[src/rtl/posit_decode_sequencer.sv]
// Shares one posit decoder between the A and B operands of a binary posit operation,
// presenting both decoded field bundles together on a valid/ready output with a decoder watchdog.
module posit_decode_sequencer #(
    parameter int unsigned TIMEOUT = 63
) (
    input  logic              i_clk,
    input  logic              i_rst_n,
    input  logic              i_in_valid,
    output logic              o_in_ready,
    input  logic [31:0]       i_in_a,
    input  logic [31:0]       i_in_b,
    output logic              o_out_valid,
    input  logic              i_out_ready,
    output logic              o_a_sign,
    output logic signed [5:0] o_a_k,
    output logic [2:0]        o_a_exp,
    output logic [31:0]       o_a_mant,
    output logic              o_a_zero,
    output logic              o_a_nar,
    output logic              o_b_sign,
    output logic signed [5:0] o_b_k,
    output logic [2:0]        o_b_exp,
    output logic [31:0]       o_b_mant,
    output logic              o_b_zero,
    output logic              o_b_nar,
    output logic              o_err,
    output logic [31:0]       o_dec_posit,
    output logic              o_dec_start,
    output logic              o_dec_recieved,
    input  logic              i_dec_done,
    input  logic              i_dec_sign,
    input  logic              i_dec_zero,
    input  logic              i_dec_nar,
    input  logic signed [5:0] i_dec_k,
    input  logic [2:0]        i_dec_exp,
    input  logic [31:0]       i_dec_mant
);

    typedef enum logic [3:0] {
        S_IDLE     = 4'd0,
        S_START_A  = 4'd1,
        S_WAIT_A   = 4'd2,
        S_ACK_A    = 4'd3,
        S_SETTLE_A = 4'd4,
        S_START_B  = 4'd5,
        S_WAIT_B   = 4'd6,
        S_ACK_B    = 4'd7,
        S_OUT      = 4'd8
    } state_t;

    typedef struct packed {
        logic        sign;
        logic [5:0]  k;
        logic [2:0]  exp;
        logic [31:0] mant;
        logic        zero;
        logic        nar;
    } fields_t;

    localparam logic [7:0] LP_TIMEOUT = 8'(TIMEOUT);
    // An aborted operand is reported as NaR so downstream arithmetic propagates the failure.
    localparam fields_t LP_ABORT = '{sign: 1'b0, k: 6'd0, exp: 3'd0, mant: 32'd0, zero: 1'b0, nar: 1'b1};

    state_t      r_state;
    state_t      w_next;
    logic [7:0]  r_wd_cnt;
    logic [31:0] r_op_b;
    logic [31:0] r_dec_posit;
    fields_t     r_a;
    fields_t     r_b;
    logic        r_err;
    logic        r_in_ready;
    logic        r_out_valid;
    logic        r_dec_start;
    logic        r_dec_recieved;
    logic        w_in_ready_nx;
    logic        w_out_valid_nx;
    logic        w_dec_start_nx;
    logic        w_dec_recieved_nx;
    logic        w_timeout;
    fields_t     w_dec_fields;
    fields_t     w_capture;

    assign w_timeout    = (r_wd_cnt == LP_TIMEOUT);
    assign w_dec_fields = '{sign: i_dec_sign, k: i_dec_k, exp: i_dec_exp, mant: i_dec_mant,
                            zero: i_dec_zero, nar: i_dec_nar};
    assign w_capture    = i_dec_done ? w_dec_fields : LP_ABORT;

    // State register and registered handshake/strobe outputs.
    always_ff @(posedge i_clk or negedge i_rst_n) begin
        if (!i_rst_n) begin
            r_state        <= S_IDLE;
            r_in_ready     <= 1'b1;
            r_out_valid    <= 1'b0;
            r_dec_start    <= 1'b0;
            r_dec_recieved <= 1'b0;
        end else begin
            r_state        <= w_next;
            r_in_ready     <= w_in_ready_nx;
            r_out_valid    <= w_out_valid_nx;
            r_dec_start    <= w_dec_start_nx;
            r_dec_recieved <= w_dec_recieved_nx;
        end
    end

    // Next-state logic.
    always_comb begin
        w_next = r_state;
        case (r_state)
            S_IDLE:     w_next = i_in_valid ? S_START_A : S_IDLE;
            S_START_A:  w_next = S_WAIT_A;
            S_WAIT_A:   w_next = (i_dec_done || w_timeout) ? S_ACK_A : S_WAIT_A;
            S_ACK_A:    w_next = S_SETTLE_A;
            S_SETTLE_A: w_next = S_START_B;
            S_START_B:  w_next = S_WAIT_B;
            S_WAIT_B:   w_next = (i_dec_done || w_timeout) ? S_ACK_B : S_WAIT_B;
            S_ACK_B:    w_next = S_OUT;
            S_OUT:      w_next = i_out_ready ? S_IDLE : S_OUT;
            default:    w_next = S_IDLE;
        endcase
    end

    // Output decode of the upcoming state, registered above so strobes align with their state.
    always_comb begin
        w_in_ready_nx     = 1'b0;
        w_out_valid_nx    = 1'b0;
        w_dec_start_nx    = 1'b0;
        w_dec_recieved_nx = 1'b0;
        case (w_next)
            S_IDLE:               w_in_ready_nx     = 1'b1;
            S_START_A, S_START_B: w_dec_start_nx    = 1'b1;
            S_ACK_A, S_ACK_B:     w_dec_recieved_nx = 1'b1;
            S_OUT:                w_out_valid_nx    = 1'b1;
            default:              w_in_ready_nx     = 1'b0;
        endcase
    end

    // Operand latch, decoder operand, watchdog counter, field capture and error flag.
    always_ff @(posedge i_clk or negedge i_rst_n) begin
        if (!i_rst_n) begin
            r_op_b      <= 32'd0;
            r_dec_posit <= 32'd0;
            r_wd_cnt    <= 8'd0;
            r_a         <= '0;
            r_b         <= '0;
            r_err       <= 1'b0;
        end else begin
            case (r_state)
                S_IDLE: begin
                    if (i_in_valid) begin
                        r_op_b      <= i_in_b;
                        r_dec_posit <= i_in_a;
                    end
                end
                S_START_A, S_START_B: r_wd_cnt <= 8'd0;
                S_WAIT_A: begin
                    if (i_dec_done || w_timeout) begin
                        r_a   <= w_capture;
                        r_err <= r_err | ~i_dec_done;
                    end else begin
                        r_wd_cnt <= r_wd_cnt + 8'd1;
                    end
                end
                S_SETTLE_A: r_dec_posit <= r_op_b;
                S_WAIT_B: begin
                    if (i_dec_done || w_timeout) begin
                        r_b   <= w_capture;
                        r_err <= r_err | ~i_dec_done;
                    end else begin
                        r_wd_cnt <= r_wd_cnt + 8'd1;
                    end
                end
                S_OUT: begin
                    if (i_out_ready) begin
                        r_err <= 1'b0;
                    end
                end
                default: r_err <= r_err;
            endcase
        end
    end

    assign o_in_ready     = r_in_ready;
    assign o_out_valid    = r_out_valid;
    assign o_dec_start    = r_dec_start;
    assign o_dec_recieved = r_dec_recieved;
    assign o_dec_posit    = r_dec_posit;
    assign o_err          = r_err;
    assign o_a_sign       = r_a.sign;
    assign o_a_k          = r_a.k;
    assign o_a_exp        = r_a.exp;
    assign o_a_mant       = r_a.mant;
    assign o_a_zero       = r_a.zero;
    assign o_a_nar        = r_a.nar;
    assign o_b_sign       = r_b.sign;
    assign o_b_k          = r_b.k;
    assign o_b_exp        = r_b.exp;
    assign o_b_mant       = r_b.mant;
    assign o_b_zero       = r_b.zero;
    assign o_b_nar        = r_b.nar;

endmodule

[config.mk]
export PLATFORM = sky130hd
export DESIGN_NAME = posit_decode_sequencer
export DESIGN_NICKNAME = d
export VERILOG_FILES = /design/src/rtl/posit_decode_sequencer.sv
export SDC_FILE = /design/constraint.sdc
export NUM_CORES = 1
export LEC_CHECK = 0
export CAP_MARGIN = 20
export CORE_ASPECT_RATIO = 1.75
export CORE_UTILIZATION = 40
export CTS_BUF_LIST = sky130_fd_sc_hd__clkbuf_4
export DETAILED_ROUTE_END_ITERATION = 16
export PLACE_DENSITY_LB_ADDON = 0.12
export SYNTH_ARGS = -nofsm -noshare
export SYNTH_HDL_FRONTEND = slang
export SYNTH_SLANG_ARGS = --single-unit
[constraint.sdc]
create_clock -name i_clk -period 1.9 [get_ports i_clk]
set_input_delay 0.38 -clock i_clk [delete_from_list [all_inputs] [get_ports i_clk]]
set_output_delay 0.38 -clock i_clk [all_outputs]
set_load 0.03 [all_outputs]
Word-level counts from Yosys, hierarchy flattened. Index checks and enable logic that the tools add are counted.

Add/subtract/negate cells: 1. Eq/ne operators: 18. Mux-type cells: 17. Bitwise operators: 2. Reduce and logical (&&, ||, !) cells: 16.

Operators with widths (count): 32-bit case mux with 2 select lines (1); 44-bit two-way mux (1); 4-bit case mux with 9 select lines (1); 32-bit two-way mux (1); 4-bit by 3-bit == test with 1-bit output, second input constant (6); 8-bit case mux with 2 select lines (1); 4-bit by 2-bit == test with 1-bit output, second input constant (3); 2-bit AND reduction (5); 1-bit two-way mux (9); 8-bit by 1-bit adder with 8-bit output, second input constant (1); 4-bit by 1-bit == test with 1-bit output, second input constant (2); 4-bit == test, second input constant (2); 8-bit by 6-bit == test with 1-bit output, second input constant (1); 4-bit logical NOT (2); 8-bit two-way mux (1); 2-bit OR reduction (4); 2-bit != test, second input constant (3); 2-bit nonzero test (3); 4-bit two-way mux (1); 3-bit AND reduction (1); 2-bit by 1-bit != test with 1-bit output, second input constant (1); 1-bit case mux with 2 select lines (1); 1-bit logical OR (1); 1-bit inverter (1); 1-bit OR (1).

Flip-flop bits (word level): 169. Input bits: 113. Output and inout bits: 125. Word-level logic and storage cells: 75.

Longest topological paths before layout. Gate-level depths: netlist of the first run.

Depth in word-level cells: 7. Depth in mapped cells: 7. Depth with buffers taken out: 5.

Worst setup path before layout of the first run. Ideal clock, no wire load.

Kind: register to register. Start point: register r_state[0]. End point: register r_a, in the netlist o_a_mant[0]. Setup time: 0.121 ns. Data arrival time: 1.831 ns. Data required time: 1.779 ns. Setup slack: -0.052 ns. Stages on the path, launching flop included: 8. Path buffers: 4. Period minus slack after synthesis: 1.952 ns. Cell sequence: dfrtp_1 -> buf_6 -> or3b_1 -> buf_2 -> or3_1 -> buf_2 -> clkbuf_1 -> a22o_1.

Cells in the longest elaborated chain, start to end: 2.

Ends and longest elaborated chain: start, declared (line 64) `state_t r_state;`; start signal, assigned (line 98) `r_state <= w_next;`; 4-bit by 2-bit == test with 1-bit output (line 148) `case (r_state)`; 2-bit AND reduction (no line); end signal, assigned (line 158) `r_a <= w_capture;`; end, declared (line 69) `fields_t r_a;`.

Every way passes these cells. A chain may end at the register's enable or synchronous reset.

Worst setup path after layout of the first run.
Start point: register r_wd_cnt[0]. End point: register r_wd_cnt[5].

Cells in the longest elaborated chain, start to end: 4. Elaborated cells on any way between the ends: 7. Those cells by class: 1 x add/sub; 2 x eq/ne; 2 x mux; 2 x reduce/logical.

Ends and longest elaborated chain: start, declared (line 66) `logic [7:0] r_wd_cnt;`; start signal, assigned (line 161) `r_wd_cnt <= r_wd_cnt + 8'd1;`; start signal, assigned (line 170) `r_wd_cnt <= r_wd_cnt + 8'd1;`; branches (longest 4 deep; another with 8-bit by 1-bit adder with 8-bit output).

Parallel ways; which one is timed is not known. The select of a mux whose other input is x is not followed.

==> results of run 1 <==
worst max-delay path, cell delays in order, from the launching register on:
cell and delay, ns:
dfrtp_1 0.41, ha_2 0.19, and4bb_2 0.26, a211o_4 0.34
or4_4 0.48, a21oi_2 0.12
cells by family (layout without fill, tap and decap cells):
family	Yosys count	count (layout)	synth area share, %
buf+inv	40	301	2.73
mux	66	66	10.7
fa+ha+maj	1	1	0.191
other cells	0	1	0
simple gates	74	74	5.47
xor+xnor	2	2	0.268
compound gates	138	138	16.0
flops	169	169	64.6
final timing paths:
| check | endpoint | slack, ns | cells past startpoint |
|---|---|---|---|
| setup reg to reg | r_wd_cnt[5]$_DFFE_PN0P_ | 0.04 | 5 |
| max in group asynchronous | o_b_k[3]$_DFFE_PN0P_ | 0.98 | 3 |
| min in group i_clk | o_b_nar$_DFFE_PN0P_ | 0.41 | 3 |
| hold reg to reg | o_dec_posit[29]$_DFFE_PN0P_ | 0.49 | 2 |
| hold / removal | o_a_mant[27]$_DFFE_PN0P_ | 0.23 | 2 |
| setup / recovery | r_wd_cnt[5]$_DFFE_PN0P_ | 0.04 | 5 |
where the power goes:
group | leakage, nW | total [mW] | internal (mW) | switching, mW
clock network | 0.133 | 1.91 | 0.566 | 1.34
registers | 2.10 | 6.08 | 5.23 | 0.856
logic | 2.49 | 7.92 | 3.20 | 4.71
cell type report:
cell class | instances | area, µm²
diodes | 1 | 2.50
clock buffers | 18 | 135
clock inverters | 14 | 115
fillers | 1393 | 6460
inverters | 3 | 11.3
multi-input cells | 281 | 2180
flip-flops and latches | 169 | 4230
well taps | 189 | 236
repair buffers | 266 | 2570
timing repair:
| item | in CTS | in global routing |
|---|---|---|
| cloned | 0 | 2 |
| endpoints found under the setup margin | 142 | 29 |
| pin swaps | 3 | 3 |
| hold buffers | 1 | 0 |
| buffers inserted | 1 | 1 |
| endpoints found under the hold margin | 135 | 0 |
| gates resized for setup | 130 | 4 |
metal layers:
layer	routed length (µm)	up-vias
met2	9140	180
li1	-	2303
met3	1070	26
met4	322	0
met1	6770	2542
met5	0	-
flip-flops by register name (all words and copies together) (netlist names), 3 cells and up:
name,cells
o_a_k,6
o_b_exp,3
o_a_mant,32
o_b_mant,32
r_state,4
r_op_b,32
o_b_k,6
o_dec_posit,32
o_a_exp,3
r_wd_cnt,8
per-stage QoR:
| stage | cell area [µm²] | util (%) | hold slack (ns) | setup slack [ns] | setup TNS (ns) |
|---|---|---|---|---|---|
| 3_3_place_gp | 9290 | 58.2 | 0.246 | -0.0395 | -0.874 |
| 3_5_place_dp | 9290 | 58.2 | 0.251 | -0.0892 | -3.00 |
| 2_1_floorplan | 6590 | - | 0.0844 | -0.0301 | -0.693 |
| 6_report | 9490 | 59.5 | 0.226 | 0.0413 | 0 |
| 5_1_grt | 9490 | 59.5 | 0.176 | -0.0203 | -0.0436 |
| 4_1_cts | 9410 | 59.0 | 0.176 | 0.00448 | 0 |
cells in the mapped netlist (2+ instances only):
master    number  area, µm²
dfrtp_1      168       4200
buf_2         11       55.1
nor3b_1        2       15.0
mux2_2        32        360
buf_4          2       15.0
and3_1         2       12.5
o21ai_0       36        180
clkbuf_1      23       86.3
nor2_1         5       18.8
nor4_1         2       12.5
nand3_1        6       30.0
nand2b_1       2       12.5
mux2i_1       34        340
nand3b_1       2       15.0
nand2_1       43        161
inv_1          3       11.3
a22o_1        86        753
or3b_1         2       17.5
a21oi_1        6       30.0
a31oi_1        2       12.5
==> summary.txt, run 1 <==
Status
  – Run status: finished, final reports clean

Critical path
  – Crit path required time: around 2.4 ns
  – Worst setup path category: reg -> reg
  – Reg-to-reg startpoint: r_wd_cnt[0]$_DFFE_PN0P_
  – Crit Path Max Fanout: 4
  – CP startpoint kind: register
  – CP arrival: 2.33 ns
  – Crit. End Element: register
  – Crit path from: r_wd_cnt[0]$_DFFE_PN0P_

Power and ir drop
  – IR drop worst, VDD: 0.845 mV
  – Power Density: ~1700 mW/mm²
  – Static Leak: 4.73 nW
  – Total power: about 16 mW

Timing
  – Min Tclk post-route: 1.86 ns
  – Final worst path period share: between 90% and 100%
  – Headroom to the max-slew limit: 68.6%
  – Unrepaired setup endpoints after global routing: true
  – Slew Viols, Final: 0
  – Final setup violation count: 0
  – Achievable Freq: between 500 and 600 MHz
  – Final count of hold timing violations: 0
  – Worst slew pin tran: 0.469 ns
  – Setup Skew: roughly 0.034 ns

Global route
  – Met1 Track Usage GR: approximately 24%
  – GRT Util Overall: between 20% and 30%
  – Initial antenna violation count: 1
  – Met2 Use GR: 36.5%
  – First-pass GRT wire length: 27,200 µm
  – Top Usage Layer GRT: met2
  – Vias in the first global route: around 5,300
  – Largest net degree at the start of global routing: 65
  – GRT met3 Usage: 5.40%
  – Global route overflow: 0

Route
  – Via/cell ratio: around 5.4
  – Vias: 5,051
  – Routed wire per std cell: roughly 18 µm
  – Drt pass-1 iters: 5
  – ANT nets after route: 0
  – Initial DRC count: 208
  – DRC viols: 0
  – Drt total wl: 17,300 µm

Clock network
  – Clock-pin slew on the worst setup and hold paths: 0.15 ns
  – Clk sinks: ~170
  – Clk buf depth: 2
  – Root Buffer: clkbuf_4
  – Inserted Clock Buffers: 17
  – H-tree depth: 4
  – CTS tree: done
  – Worst skew pair latency: 0.55 ns

Yosys
  – Syn Inst Count: between 400 and 500
  – Cell Area, Synth: approximately 0.0065 mm²
  – Yosys Warn Count: 0
  – Seq/Total Area, Yosys: around 65%
  – Synth Flop Type: dfrtp_1
  – Yosys reg bits: around 170
  – Mapped Nets: 604
  – EDFF count, synth: 0
  – Ys async rst share: 100%
  – Synth unique cells: 41
  – Mapped Avg Cell Area: 13.4 µm²

Die
  – Initial Util: 41.0%
  – Die Y: 171 µm
  – Chip Width: between 90 and 100 µm
  – I/O pin count: 238
  – FP Rows: 61
  – Die area: 0.0169 mm²
  – Std-Cell Core Area: 0.0160 mm²

Final layout
  – Final #Nets: about 850
  – Post-Layout Cell Count: 941
  – Most common cell after layout, fill and taps aside: dfrtp_1
  – Share of cells above drive strength 1: 14.1%
  – Area growth syn-to-layout: 45.0%
  – Commonest cells after routing, fill and taps aside: 168 x dfrtp_1, 124 x dlygate4sd2_1, 111 x clkdlybuf4s50_1

Placed design
  – DPL Wire Length: 11,800 µm
  – Port buffer count: between 200 and 250
  – Routability cong.: 0.791
  – DP Cell Count: 903

Hold path
  – Hold/Removal Path Class: in -> async

Job
  – Max Cap Viol: 0
Note: power is estimated with default switching activity, not from simulation.
==> run 2, diff against run 1 <==
--- a/config.mk
+++ b/config.mk
@@ -5,6 +5,7 @@
 export SDC_FILE = /design/constraint.sdc
 export NUM_CORES = 1
 export LEC_CHECK = 0
+export ABC_AREA = 0
 export CAP_MARGIN = 20
 export CORE_ASPECT_RATIO = 1.75
 export CORE_UTILIZATION = 40
==> results of run 2 <==
The final DEF is identical to that of run 1; final timing and power are the same.
